## src/rtl/div_pkg.sv

```systemverilog
// Shared types and constants for the sequential restoring divider.
package div_pkg;

  typedef enum logic [1:0] {
    IDLE,
    CALC,
    DONE
  } state_t;

  localparam int unsigned CLA_GROUP     = 4;
  localparam int unsigned DEFAULT_WIDTH = 16;

  // Bits needed to hold values 0 .. value-1 (iteration counter width).
  function automatic int unsigned clog2(input int unsigned value);
    int unsigned bits;
    bits = 0;
    while ((1 << bits) < value) bits++;
    return bits;
  endfunction

endpackage

```

## src/rtl/cla_subtractor.sv

```systemverilog
// A - B as A + ~B + 1, built from 4-bit carry-lookahead groups.
module cla_subtractor
  import div_pkg::*;
#(
  parameter int unsigned N = DEFAULT_WIDTH + 4
) (
  input  logic [N-1:0] a,
  input  logic [N-1:0] b,
  output logic [N-1:0] diff,
  output logic         borrow
);

  localparam int unsigned NG = N / CLA_GROUP;

  logic [N-1:0] gen;
  logic [N-1:0] prop;

  assign gen  = a & ~b;
  assign prop = a ^ ~b;

  always_comb begin
    logic [NG:0] grp_c;
    logic        grp_g;
    logic        grp_p;
    logic        c;
    int unsigned idx;
    diff     = '0;
    grp_c    = '0;
    grp_c[0] = 1'b1;
    // Group generate/propagate feed the group-carry chain; bit sums then use each group's carry-in.
    for (int unsigned k = 0; k < NG; k++) begin
      grp_g = 1'b0;
      grp_p = 1'b1;
      for (int unsigned j = 0; j < CLA_GROUP; j++) begin
        idx   = k * CLA_GROUP + j;
        grp_g = gen[idx] | (prop[idx] & grp_g);
        grp_p = grp_p & prop[idx];
      end
      grp_c[k+1] = grp_g | (grp_p & grp_c[k]);
    end
    for (int unsigned k = 0; k < NG; k++) begin
      c = grp_c[k];
      for (int unsigned j = 0; j < CLA_GROUP; j++) begin
        idx       = k * CLA_GROUP + j;
        diff[idx] = prop[idx] ^ c;
        c         = gen[idx] | (prop[idx] & c);
      end
    end
    borrow = ~grp_c[NG];
  end

endmodule

```

## src/rtl/seq_divider.sv

```systemverilog
// Sequential unsigned radix-2 restoring divider: one quotient bit per clock.
module seq_divider
  import div_pkg::*;
#(
  parameter int unsigned WIDTH = DEFAULT_WIDTH
) (
  input  logic             clk,
  input  logic             rst,
  input  logic             start,
  input  logic [WIDTH-1:0] dividend,
  input  logic [WIDTH-1:0] divisor,
  output logic             busy,
  output logic             done,
  output logic [WIDTH-1:0] quotient,
  output logic [WIDTH-1:0] remainder,
  output logic             div_by_zero
);

  localparam int unsigned CW    = clog2(WIDTH);
  localparam int unsigned SUB_W = WIDTH + 4;

  state_t           state;
  state_t           state_next;
  logic [CW-1:0]    count;
  logic [WIDTH:0]   rem_q;
  logic [WIDTH-1:0] quo_q;
  logic [WIDTH-1:0] divisor_q;

  logic [WIDTH:0]   shifted;
  logic [SUB_W-1:0] diff;
  logic             borrow;
  logic [WIDTH:0]   rem_next;
  logic [WIDTH-1:0] quo_next;
  logic             unused_bits;

  assign shifted = {rem_q[WIDTH-1:0], quo_q[WIDTH-1]};

  cla_subtractor #(.N(SUB_W)) u_sub (
    .a      ({3'b000, shifted}),
    .b      ({4'b0000, divisor_q}),
    .diff   (diff),
    .borrow (borrow)
  );

  always_comb begin
    rem_next = borrow ? shifted : diff[WIDTH:0];
    quo_next = {quo_q[WIDTH-2:0], ~borrow};
  end

  assign unused_bits = ^{diff[SUB_W-1:WIDTH+1], rem_q[WIDTH]};

  always_ff @(posedge clk) begin
    if (rst) state <= IDLE;
    else     state <= state_next;
  end

  always_comb begin
    state_next = state;
    unique case (state)
      IDLE:    if (start) state_next = (divisor == '0) ? DONE : CALC;
      CALC:    if (count == '0) state_next = DONE;
      DONE:    state_next = IDLE;
      default: state_next = IDLE;
    endcase
  end

  always_ff @(posedge clk) begin
    if (rst) begin
      count       <= '0;
      rem_q       <= '0;
      quo_q       <= '0;
      divisor_q   <= '0;
      quotient    <= '0;
      remainder   <= '0;
      div_by_zero <= 1'b0;
    end else begin
      unique case (state)
        IDLE: begin
          if (start) begin
            if (divisor == '0) begin
              quotient    <= '1;
              remainder   <= dividend;
              div_by_zero <= 1'b1;
            end else begin
              divisor_q   <= divisor;
              rem_q       <= '0;
              quo_q       <= dividend;
              count       <= CW'(WIDTH - 1);
              div_by_zero <= 1'b0;
            end
          end
        end
        CALC: begin
          rem_q <= rem_next;
          quo_q <= quo_next;
          count <= count - CW'(1);
          if (count == '0) begin
            quotient  <= quo_next;
            remainder <= rem_next[WIDTH-1:0];
          end
        end
        default: ;
      endcase
    end
  end

  assign busy = (state != IDLE);
  assign done = (state == DONE);

endmodule

```

## config.mk

```make
export PLATFORM = sky130hd
export DESIGN_NAME = seq_divider
export DESIGN_NICKNAME = d
export VERILOG_FILES = /design/src/rtl/div_pkg.sv /design/src/rtl/cla_subtractor.sv /design/src/rtl/seq_divider.sv
export SDC_FILE = /design/constraint.sdc
export NUM_CORES = 1
export LEC_CHECK = 0
export BUFFER_PORTS_ARGS = -buffer_cell sky130_fd_sc_hd__buf_2
export CAP_MARGIN = 20
export CORE_ASPECT_RATIO = 1.2
export CORE_MARGIN = 3
export CORE_UTILIZATION = 45
export CTS_CLUSTER_SIZE = 28
export DETAILED_ROUTE_END_ITERATION = 7
export HOLD_SLACK_MARGIN = 0.02
export MAX_ROUTING_LAYER = met4
export PLACE_DENSITY = 0.72
export SYNTH_ARGS = -nofsm -noshare
export SYNTH_HDL_FRONTEND = slang
export SYNTH_SLANG_ARGS = --single-unit
export TNS_END_PERCENT = 10
```

## constraint.sdc

```tcl
create_clock -name clk -period 5.5 [get_ports clk]
set_clock_uncertainty 0.1 [all_clocks]
set_input_delay 1.375 -clock clk [delete_from_list [all_inputs] [get_ports clk]]
set_output_delay 1.375 -clock clk [all_outputs]
set_load 0.02 [all_outputs]
```

-- Word-level counts from Yosys, hierarchy flattened
Cells that the tools add are included.
- flip-flop bits (word level): 87
- bits in latches: 0
- memory bits (writable): 0
- memory bits (read-only): 0
- input port bits: 35
- output and inout port bits: 35
- word-level logic and storage cells: 145
- memories: 0
- $add $sub $neg: 1
- $mul: 0
- div/mod/pow operators: 0
- magnitude comparators: 0
- equality and inequality tests: 6
- shift operators: 0
- mux-type cells: 23
- bitwise operators: 97
- reduce and logical (&&, ||, !) cells: 10
- operators by type and width (cell ; number):
    two-way mux 16 bit ; 11
    case mux 16 bit (2 select lines) ; 4
    bitwise AND 1 bit ; 45
    bitwise OR 1 bit ; 32
    bitwise AND 17 x 20 -> 20 bit ; 1
    inverter 16 -> 20 bit ; 1
    XOR 17 x 20 -> 20 bit ; 1
    logical NOT 16 bit ; 1
    XOR 1 bit ; 15
    two-way mux 4 bit ; 2
    != test 2 bit, second input constant ; 4
    case mux 4 bit (2 select lines) ; 1
    two-way mux 2 bit ; 3
    AND reduction 3 bit ; 2
    logical NOT 4 bit ; 1
    case mux 2 bit (2 select lines) ; 1
    AND reduction 2 bit ; 2
    AND reduction 4 bit ; 1
    nonzero test 2 bit ; 2
    subtractor 4 x 1 -> 4 bit, second input constant ; 1
    equality test 2 x 1 -> 1 bit, second input constant ; 1
    equality test 2 bit, second input constant ; 1
    logical NOT 2 bit ; 1
    inverter 1 bit ; 2
    two-way mux 1 bit ; 1

-- Depth between registers and ports, before layout
Gate-level depths: netlist of the first run.
- word-level depth: 23
- depth in mapped cells: 16
- gate-level depth less buffers: 15

-- Hierarchy
From an unflattened synthesis of the first run, not the netlist that was laid out.
- cell total of the unflattened synthesis: 556
- area total of the unflattened synthesis: 5006.1 sq um
- by module, submodules not included (module ; instances ; cells an instance ; area an instance (sq um) ; seq. area each (sq um)):
    seq_divider ; 1 ; 433 ; 4035.1 ; 1741.7
    cla_subtractor ; 1 ; 123 ; 970.9 ; 0.0

-- Worst setup path before layout of the first run
OpenSTA, ideal clock, no wires.
- path kind: flip-flop to flip-flop
- from: register quo_q[15]
- to: register remainder[15]
- setup time: 129 ps
- arrival: 3547 ps
- required time: 5271 ps
- path slack: 1724 ps
- stages on the path, launching flop included: 17
- path buffers: 1
- clock period less this slack: 3776 ps
- cells stage by stage: dfxtp_1 inv_1 ha_1 o21ai_1 a221oi_2 o21a_1 buf_2 nor2_1 fa_1 fa_1 fa_1 xnor2_1 and2_1 a22oi_1 o21ai_0 o31ai_1 nand3_1
- longest elaborated chain between the ends: 22
- elaborated cells on any way between the ends: 30
- those cells by class: mux (3); bitwise (27)
- ends and longest elaborated chain (item ; RTL line ; text):
    from (decl) ; seq_divider.sv:26 ; logic [WIDTH-1:0] quo_q;
    from (signal assigned) ; seq_divider.sv:87 ; quo_q <= dividend;
    from (signal assigned) ; seq_divider.sv:95 ; quo_q <= quo_next;
    bitwise AND 17 x 20 -> 20 bit ; cla_subtractor.sv:18 ; assign gen = a & ~b;
    bitwise AND 1 bit ; cla_subtractor.sv:36 ; grp_g = gen[idx] | (prop[idx] & grp_g);
    bitwise OR 1 bit ; cla_subtractor.sv:36 ;
    bitwise AND 1 bit ; cla_subtractor.sv:36 ;
    bitwise OR 1 bit ; cla_subtractor.sv:36 ;
    bitwise AND 1 bit ; cla_subtractor.sv:36 ;
    bitwise OR 1 bit ; cla_subtractor.sv:36 ;
    bitwise OR 1 bit (*) ; cla_subtractor.sv:39 ; grp_c[k+1] = grp_g | (grp_p & grp_c[k]);
    (+6 left out) ; - ;
    bitwise AND 1 bit ; cla_subtractor.sv:46 ; c = gen[idx] | (prop[idx] & c);
    bitwise OR 1 bit ; cla_subtractor.sv:46 ;
    bitwise AND 1 bit ; cla_subtractor.sv:46 ;
    bitwise OR 1 bit ; cla_subtractor.sv:46 ;
    XOR 1 bit ; cla_subtractor.sv:45 ; diff[idx] = prop[idx] ^ c;
    two-way mux 16 bit (*) ; seq_divider.sv:46 ; rem_next = borrow ? shifted : diff[WIDTH:0];
    two-way mux 16 bit (*) ; seq_divider.sv:97 ; if (count == '0) begin
    case mux 16 bit (2 select lines) (*) ; seq_divider.sv:77 ; unique case (state)
    to (signal assigned) ; seq_divider.sv:82 ; remainder <= dividend;
    to (signal assigned) ; seq_divider.sv:99 ; remainder <= rem_next[WIDTH-1:0];
    to (decl) ; seq_divider.sv:15 ; output logic [WIDTH-1:0] remainder,
Mark *: on every way between the ends. The rest lies on a longest branch, timed or not. The select of a mux whose other input is x is not followed.
A chain may end at the register's enable or synchronous reset.

-- Final worst setup path of the first run
Ends and elaborated chain as after synthesis.

==> metrics.md, run 1 <==
| Metric | Value |
|---|---|
| Setup violators final | `0` |
| Seq/Total Area, Yosys | `0.3597` |
| CP Cell Sequence | `inv_1, ha_1, o21ai_1, a221oi_2, o21a_1, nor2_1, fa_1, fa_1, fa_1, xnor2_1, and2_1, a22oi_1, o21ai_0, o31ai_1, nand3_1` |
| CTS tree | `done` |
| Crit path from | `quo_q[15]` |
| Wire length on met3 | `~690 um` |
| Yosys cell types | `between 40 and 50` |
| Top cell by count, worst path | `fa_1` |
| Required @ worst endpoint | `5.63 ns` |
| Total Wirelength | `12830 um` |
| Synth Cell Area | `4842 um2` |
| Fin crit period | `4.216 ns` |
| Maximum achievable frequency | `237.2 MHz` |
| Flops & latches, synth | `87` |
| Worst-Margin Slew | `~0.91 ns` |
| Clock latency on the worst-skew pair | `about 0.35 ns` |
| Critical path peak fanout | `14` |
| Post-synthesis average cell area | `8.193 um2` |
| Cell family with most CP delay | `adder cells` |
| First-pass GRT wire length | `20840 um` |
| Hold Vio Cnt, Final | `0` |
| Largest net degree at the start of global routing | `45` |
| Setup TNS | `0 ns` |
| Final antenna-violating net count | `0` |
| Fin crit share | `0.7666` |
| Unrepaired setup endpoints after global routing | `no` |
| Commonest non-fill, non-tap cell in the layout | `nand2_1` |
| N_diodes | `0` |
| Io pins | `70` |
| Most frequent cells in the layout | `nand2_1 (98), dfxtp_1 (87), buf_2 (69)` |
| Leak pwr | `0.002382 uW` |
| Clk sinks | `87` |
| Routed vias/inst | `5.846` |
| Main area contributors after synthesis | `dfxtp_1 (36%), nand2_1 (7.6%), ha_1 (4.7%), fa_1 (4.5%), nand3_1 (4.2%)` |
| DR top layer | `met4` |
| Core area | `between 10000 and 15000 um2` |
| Post-Synthesis Cells | `591` |
| WL met1 | `5751 um` |
| Top cell type's share of synthesized area | `0.3597` |
| Final core occ | `0.5407` |
| Share of layout cells above drive strength 1 | `0.1860` |
| # hold bufs at CTS | `0` |
| Synth async-reset ratio | `0` |
| Number of enable flip-flop cells after synthesis | `0` |
| Dpl hpwl | `9022 um` |
| Crit path kind | `reg2reg` |
| Crit. End Element | `register` |
| Syn. warnings | `0` |
| Max incr delay on CP | `0.53 ns` |
| Max-cap violations | `0` |
| Vias in the first global route | `between 4000 and 5000` |
| Ys flop type | `dfxtp_1` |
| Critical Path End | `remainder[15]` |
| CP startpoint kind | `register` |
| Worst reg2reg startpoint | `quo_q[15]` |
| Buf/Inv on CP | `1` |
| Critical R2R Capture | `remainder[15]` |
| Post-route DRC | `0` |
| Post-CTS Setup Repair Bufs | `0` |
| Die ar. | `between 10000 and 15000 um2` |
| R2R cell count | `15` |
| Total track usage | `0.2217` |
| Cells resized by post-CTS repair | `0` |
| Slowest cell on crit path | `o21a_1` |
| Starting density of the core | `0.4720` |
| R2r setup slk | `between 1 and 1.5 ns` |
| Max Slew Vio Count | `0` |
| Filler cells | `951` |
| Chip width | `100.7 um` |
| FP Rows | `40` |
| Number of H-tree levels | `3` |
| Peak VDD IR | `roughly 0.28 mV` |
| Hold Path Class | `reg2reg` |
| Relative slew slack | `0.3930` |
| CTS root buf | `clkbuf_16` |
| Initial antenna violation count | `0` |
| GP Congestion | `roughly 0.85` |
| Clock transition at path regs | `0.06 ns` |
| Area leader, netlist | `dfxtp_1` |
| CTS Buf Count | `9` |
| Worst EP arrival | `4.35 ns` |
| Detailed Routing Iterations Pass 1 | `4` |
| Area growth from synthesis to layout | `14.57%` |
| Total congestion overflow | `0` |
| Critical Path Stages | `15` |
| IO buf count | `69` |
| Vias | `4507` |
| DIE HEIGHT | `approximately 120 um` |
| Pwr/cell area | `533.3 nW/um2` |
| DR WL/cell | `16.64 um` |
| Status | `finished, final reports clean` |
| Syn nets | `around 660` |
| 1st-iter DRT viols | `304` |
| Hold_sp | `quotient[10]` |
| Nets | `just over 700` |
| Routed wl met2 | `around 6000 um` |
| Bufs on Longest Clock Path | `2` |
## kinds of logic (layout without fill, tap and decap cells)
logic type / Yosys count / in the layout / synth area share
flip-flops: 87 / 87 / 0.3597
XOR/XNOR: 7 / 7 / 0.01266
buffers and inverters: 76 / 130 / 0.06873
adder cells (fa/ha/maj): 29 / 29 / 0.09199
AND/OR/NAND/NOR: 246 / 246 / 0.2398
AO/OA/AOI/OAI: 129 / 129 / 0.1917
multiplexers: 17 / 17 / 0.03540
## flip-flops by register name, indices dropped and copies added, names as in the netlist
register,flops
divisor_q,16
remainder,16
quotient,16
state,2
div_by_zero,1
rem_q,16
count,4
quo_q,16
## cell usage after synthesis (3+ instances only)
cell	n
fa_1	11
a311oi_1	5
nand4_1	28
buf_2	14
a31oi_1	11
a22oi_1	3
o211ai_1	3
dfxtp_1	87
clkbuf_1	19
inv_1	36
buf_4	4
nor3_1	7
o21ai_0	7
nand3_1	41
xnor2_1	3
o31ai_1	6
nor2_1	50
mux2i_1	16
xor2_1	4
nand2_1	98
ha_1	18
o311a_1	11
and2_1	4
a311oi_2	11
nor4_2	4
and3_1	3
o21ai_1	33
a21oi_1	25
## tightest hold or removal path, stage by stage, from the launching register on
cell     delay (ns)
dfxtp_1        0.31
nand2_1        0.05
a21oi_1        0.05
## routing by layer
layer  GRT usage  up-vias
met5           -        -
li1            -     2195
met4     0.09351        0
met2      0.3571      140
met3     0.02674       21
met1      0.2792     2151
## worst min-delay path by stage
stage,endpoint,slack (ns),cells after the start
after floorplan,rem_q[15],0.32,2
after global placement,quotient[6],0.34,2
after detailed placement,rem_q[15],0.34,2
after CTS,rem_q[15],0.35,2
after global routing,quotient[5],0.37,2
final,quotient[10],0.35,2
## through the flow
step / setup WS (ns) / hold slack (ns) / power (uW) / area, um2 / instances
after floorplan: 1.724 / 0.3229 / 1951 / 4842 / 591
after global placement: 1.431 / 0.3367 / 2207 / 5199 / 752
after detailed placement: 1.325 / 0.3386 / 2275 / 5221 / 754
after CTS: 1.306 / 0.3499 / 2905 / 5520 / 770
after global routing: 0.9132 / 0.3700 / 3161 / 5548 / 771
final: 1.284 / 0.3484 / 2959 / 5548 / 771
## report_power, final
part / internal [uW] / switching [uW] / total (uW)
Clock: 365 / 263 / 628
Combinational: 592 / 968 / 1560
Sequential: 706 / 64.9 / 771
## cell type report
| type | count | area (um2) | share of cell area |
|---|---|---|---|
| Timing Repair Buffer | 78 | 440.4 | 0.07939 |
| Clock buffer | 11 | 242.7 | 0.04375 |
| Sequential cell | 87 | 1742 | 0.3139 |
| Clock inverter | 5 | 56.30 | 0.01015 |
| Tap cell | 126 | 157.7 | 0.02842 |
| Multi-Input combinational cell | 428 | 2774 | 0.5000 |
| Inverter | 36 | 135.1 | 0.02436 |
Note: power is estimated with default switching activity, not from simulation.
==> run 2: changes to the inputs <==
clock period = 4.1 ns   (was 5.5 ns; I/O delays follow)
==> metrics.md, run 2 (same netlist as run 1, synthesis figures left out) <==
| Metric | Value |
|---|---|
| Starting density of the core | `0.4720` |
| CTS Buf Count | `9` |
| Final core occ | `0.5450` |
| Fin crit share | `0.9417` |
| GP Congestion | `0.8840` |
| Worst EP arrival | `3.99 ns` |
| Final antenna-violating net count | `0` |
| # hold bufs at CTS | `0` |
| Hold Path Class | `reg2reg` |
| Clock transition at path regs | `0.06 ns` |
| Most frequent cells in the layout | `nand2_1 (98), dfxtp_1 (86), buf_2 (69)` |
| FP Rows | `40` |
| N_diodes | `0` |
| Final instance area | `about 5600 um2` |
| Core area | `10260 um2` |
| Die ar. | `12050 um2` |
| Bufs on Longest Clock Path | `2` |
| Leak pwr | `0.002409 uW` |
| Unrepaired setup endpoints after global routing | `no` |
| Hold Vio Cnt, Final | `0` |
| Vias in the first global route | `roughly 4400` |
| Share of layout cells above drive strength 1 | `0.1994` |
| Maximum achievable frequency | `between 200 and 300 MHz` |
| Clock latency on the worst-skew pair | `0.35 ns` |
| First-pass GRT wire length | `around 21000 um` |
| Total congestion overflow | `0` |
| Setup TNS | `0 ns` |
| Post-route DRC | `0` |
| Detailed Routing Iterations Pass 1 | `5` |
| Clk sinks | `87` |
| IO buf count | `69` |
| Fin crit period | `3.861 ns` |
| Total track usage | `0.2218` |
| CTS root buf | `clkbuf_16` |
| Chip width | `100.7 um` |
| Max Slew Vio Count | `0` |
| DIE HEIGHT | `roughly 120 um` |
| Nets | `about 700` |
| Commonest non-fill, non-tap cell in the layout | `nand2_1` |
| Relative slew slack | `0.3219` |
| Pwr/cell area | `720.1 nW/um2` |
| CP startpoint kind | `register` |
| CTS tree | `done` |
| Number of H-tree levels | `3` |
| Peak VDD IR | `0.3713 mV` |
| 1st-iter DRT viols | `230` |
| Hold_sp | `quotient[2]` |
| Initial antenna violation count | `0` |
| Status | `finished, final reports clean` |
| Total Wirelength | `12850 um` |
| Post-DP Area | `approximately 5300 um2` |
| Crit path kind | `reg2reg` |
| Area growth from synthesis to layout | `15.48%` |
| Vias | `4577` |
| Largest net degree at the start of global routing | `38` |
| Critical path peak fanout | `4` |
| Setup violators final | `0` |
| Hold depth | `2` |
| Worst-Margin Slew | `1.017 ns` |
| Dpl hpwl | `9216 um` |
| Routed vias/inst | `just under 6` |
| Required @ worst endpoint | `about 4.2 ns` |
| Crit. End Element | `register` |
| Worst reg2reg startpoint | `quo_q[15]` |
| Io pins | `70` |
| DR WL/cell | `between 15 and 20 um` |
| Max-cap violations | `0` |
| R2R cell count | `15` |
| Crit path from | `quo_q[15]` |
run 2: cell count changes in the layout (fill, tap and decap cells not counted):
cell / change
o21ai_2: +1
o31ai_1: -1
o31ai_2: +1
buf_6: -2
o21ai_0: -1
clkinv_4: +2
buf_4: +10
clkinv_2: -2
clkinvlp_4: -1
buf_16: -1
dfxtp_1: -1
dfxtp_2: +1
inv_6: +1
run 2: where the power goes:
group / total (uW) / switching (uW) / internal (uW)
registers: 1030 / 87.0 / 947
clock network: 852 / 356 / 496
logic: 2140 / 1330 / 809
total: 4030 / 1780 / 2250
run 2: layout make-up:
| cell class | count | area, um2 |
|---|---|---|
| Multi-Input combinational cell | 428 | 2783 |
| Timing Repair Buffer | 85 | 465.4 |
| Tap cell | 126 | 157.7 |
| Fill cell | 954 | 4668 |
| Clock inverter | 5 | 65.06 |
| Clock buffer | 11 | 242.7 |
| Sequential cell | 87 | 1743 |
| Inverter | 36 | 135.1 |
run 2: repair_timing:
| item | 4_1_cts | 5_1_grt |
|---|---|---|
| resized for setup | 0 | 4 |
| setup endpoints to repair | 0 | 2 |
| buffers inserted | 0 | 1 |
run 2: worst max-delay path, stage by stage (launching register included):
cell and delay, ns:
dfxtp_2 0.36, inv_1 0.06, ha_1 0.34, o21ai_1 0.11, a221oi_2 0.38, o21a_1 0.18, nor2_1 0.06, fa_1 0.39
fa_1 0.40, fa_1 0.41, xnor2_1 0.16, and2_1 0.18, a22oi_1 0.18, o21ai_2 0.11, o31ai_2 0.24, nand3_1 0.09
run 2: per-stage QoR:
stage	worst slack (ns)	hold slack (ns)	power, uW	std cells
after CTS	0.2083	0.3502	3977	777
after floorplan	0.3242	0.3229	2618	591
after global routing	0.01271	0.3669	4294	778
after detailed placement	0.2405	0.3409	3121	761
after global placement	0.4069	0.3356	3037	761
final	0.2389	0.3478	4027	778
run 2: final timing paths:
path	endpoint	slack (ns)
hold reg to reg	quotient[2]	0.35
hold / removal	quotient[2]	0.35
setup reg to reg	remainder[15]	0.24
setup / recovery	remainder[15]	0.24
run 2: routing by layer:
layer	part of all wire	vias to the layer above	track usage
li1	-	2210	-
met5	0	-	-
met2	0.50	155	0.3624
met4	0.016	0	0.08425
met3	0.058	17	0.04070
met1	0.43	2195	0.2702
==> run 3: changes to the inputs <==
MAX_ROUTING_LAYER = not set   (was met4)
SYNTH_HIERARCHICAL = 1   (was not set)
TNS_END_PERCENT = not set   (was 10)
==> metrics.md, run 3 <==
| Metric | Value |
|---|---|
| Status | `finished, final reports clean` |
| Max Slew Vio Count | `0` |
| Clock latency on the worst-skew pair | `0.34 ns` |
| Clk sinks | `a little under 90` |
| Syn. warnings | `6` |
| Chip width | `101.3 um` |
| Core area | `10570 um2` |
| Critical path peak fanout | `4` |
| Critical Path End | `remainder[14]` |
| Post-route DRC | `0` |
| Setup TNS | `0 ns` |
| Number of H-tree levels | `3` |
| Hold Vio Cnt, Final | `0` |
| Relative slew slack | `0.3978` |
| GP Congestion | `0.8547` |
| Share of layout cells above drive strength 1 | `0.2259` |
| Top cell by count, worst path | `fa_1` |
| Crit path from | `quo_q[15]` |
| Nets | `665` |
| R2r setup slk | `0.36 ns` |
| Post-Synthesis Cells | `545` |
| GR Layer Usage met3 | `0.04559` |
| Leak pwr | `0.002291 uW` |
| Dpl hpwl | `8572 um` |
| Area growth from synthesis to layout | `14.07%` |
| Total track usage | `0.2008` |
| Vias | `4203` |
| Crit path kind | `reg2reg` |
| FP Rows | `41` |
| Fin cells | `731` |
| Critical R2R Capture | `remainder[14]` |
| Routed vias/inst | `5.750` |
| CP startpoint kind | `register` |
| R2R cell count | `14` |
| Largest net degree at the start of global routing | `50` |
| Final core occ | `0.5298` |
| Final antenna-violating net count | `0` |
| Total congestion overflow | `0` |
| Initial antenna violation count | `0` |
| 1st-iter DRT viols | `213` |
| Crit. End Element | `register` |
| Required @ worst endpoint | `4.21 ns` |
| Worst reg2reg startpoint | `quo_q[15]` |
| Slowest cell on crit path | `a221oi_1` |
| First-pass GRT wire length | `19750 um` |
| Cells resized by post-CTS repair | `0` |
| Commonest non-fill, non-tap cell in the layout | `dfxtp_1` |
| Vias in the first global route | `4058` |
| CP Cell Sequence | `inv_1, ha_1, o21ai_0, a221oi_1, nor2_1, o21ba_2, fa_1, fa_1, fa_1, inv_1, mux2i_1, nor2_1, a21oi_1, a211oi_2` |
| Most frequent cells in the layout | `dfxtp_1 (87), a211oi_1 (73), buf_2 (69)` |
| Clock transition at path regs | `around 0.06 ns` |
| GRT Max-Usage Layer | `met2` |
| CTS Buf Count | `9` |
| Max-cap violations | `0` |
| Met1 Track Usage GR | `0.2665` |
| Starting density of the core | `0.4645` |
| Post-synthesis average cell area | `9.006 um2` |
| DIE HEIGHT | `120.4 um` |
| CTS tree | `done` |
| Peak VDD IR | `0.2025 mV` |
| Fin crit share | `0.9126` |
| Filler cells | `a little under 1000` |
| Worst EP arrival | `3.85 ns` |
| Total Wirelength | `about 12000 um` |
| Area of the multi-input gates | `~2700 um2` |
| Placed Instances | `about 700` |
| CTS root buf | `clkbuf_16` |
| Bufs on Longest Clock Path | `2` |
| Detailed Routing Iterations Pass 1 | `4` |
| Grt met2 use | `0.3216` |
| Maximum achievable frequency | `between 200 and 300 MHz` |
| Post-CTS Setup Repair Bufs | `0` |
| Unrepaired setup endpoints after global routing | `no` |
| Die ar. | `12200 um2` |
| Hold Path Class | `reg2reg` |
| Synth Cell Area | `approximately 5000 um2` |
| IO buf count | `69` |
| Pwr/cell area | `~440 nW/um2` |
| Worst-Margin Slew | `0.9033 ns` |
| Max incr delay on CP | `0.52 ns` |
| Fin crit period | `3.742 ns` |
| Sequential Area | `about 1700 um2` |
| DR WL/cell | `16.20 um` |
| Setup violators final | `0` |
| N_diodes | `0` |
| Io pins | `70` |
| # hold bufs at CTS | `0` |
[run 3: cell count changes in the layout (fill, tap and decap cells not counted), sizes merged, moves of 25 or more]
| cell | before | now |
|---|---|---|
| a211oi | 2 | 78 |
| nand3 | 41 | 2 |
| inv | 38 | 65 |
| nand4 | 28 | 3 |
| nor2 | 51 | 22 |
| nand2 | 99 | 21 |
[run 3: critical path: cells and delay by family, from the launching register on]
family | cells | cell delay (ns)
adders and majority gates | 4 | 1.55
AOI/OAI and AO/OA | 5 | 1.13
DFF | 1 | 0.37
and+or+nand+nor | 2 | 0.22
muxes | 1 | 0.15
buffers and inverters | 2 | 0.10
[run 3: through the flow]
stage          cell area, um2  power [uW]  setup slack (ns)  hold WS [ns]
2_1_floorplan            4931        1474            0.8080        0.3449
3_3_place_gp             5289        1618            0.5254        0.3634
3_5_place_dp             5289        1642            0.4266        0.3717
4_1_cts                  5599        2486            0.4120        0.3834
5_1_grt                  5599        2612            0.1403        0.4078
6_report                 5599        2479            0.3582        0.3823
[run 3: final cells by class]
class,instances,area share
clock buffer,13,0.04827
inverter,66,0.04425
multi-input combinational,352,0.4782
timing repair buffer,81,0.08223
sequential,87,0.3111
tap,129,0.02883
clock inverter,3,0.007151
[run 3: worst min path at each step]
| stage | depth (start not counted) | startpoint | to | slack (ns) |
|---|---|---|---|---|
| 2_1_floorplan | 1 | count[0] | count[0] | 0.34 |
| 3_3_place_gp | 1 | count[0] | count[0] | 0.36 |
| 3_5_place_dp | 1 | count[0] | count[0] | 0.37 |
| 4_1_cts | 2 | divisor_q[7] | divisor_q[7] | 0.38 |
| 5_1_grt | 2 | quo_q[8] | quo_q[8] | 0.41 |
| 6_report | 2 | divisor_q[7] | divisor_q[7] | 0.38 |
[run 3: metal layers]
layer | vias to the layer above | routed length (um)
li1 | 2075 | -
met1 | 2021 | 5455
met2 | 86 | 5606
met3 | 21 | 525
met4 | 0 | 253
met5 | - | 0
[run 3: where the power goes]
part	internal (uW)	switching [uW]
Clock	520	330
Sequential	918	49.8
Combinational	272	389
Total	1710	769
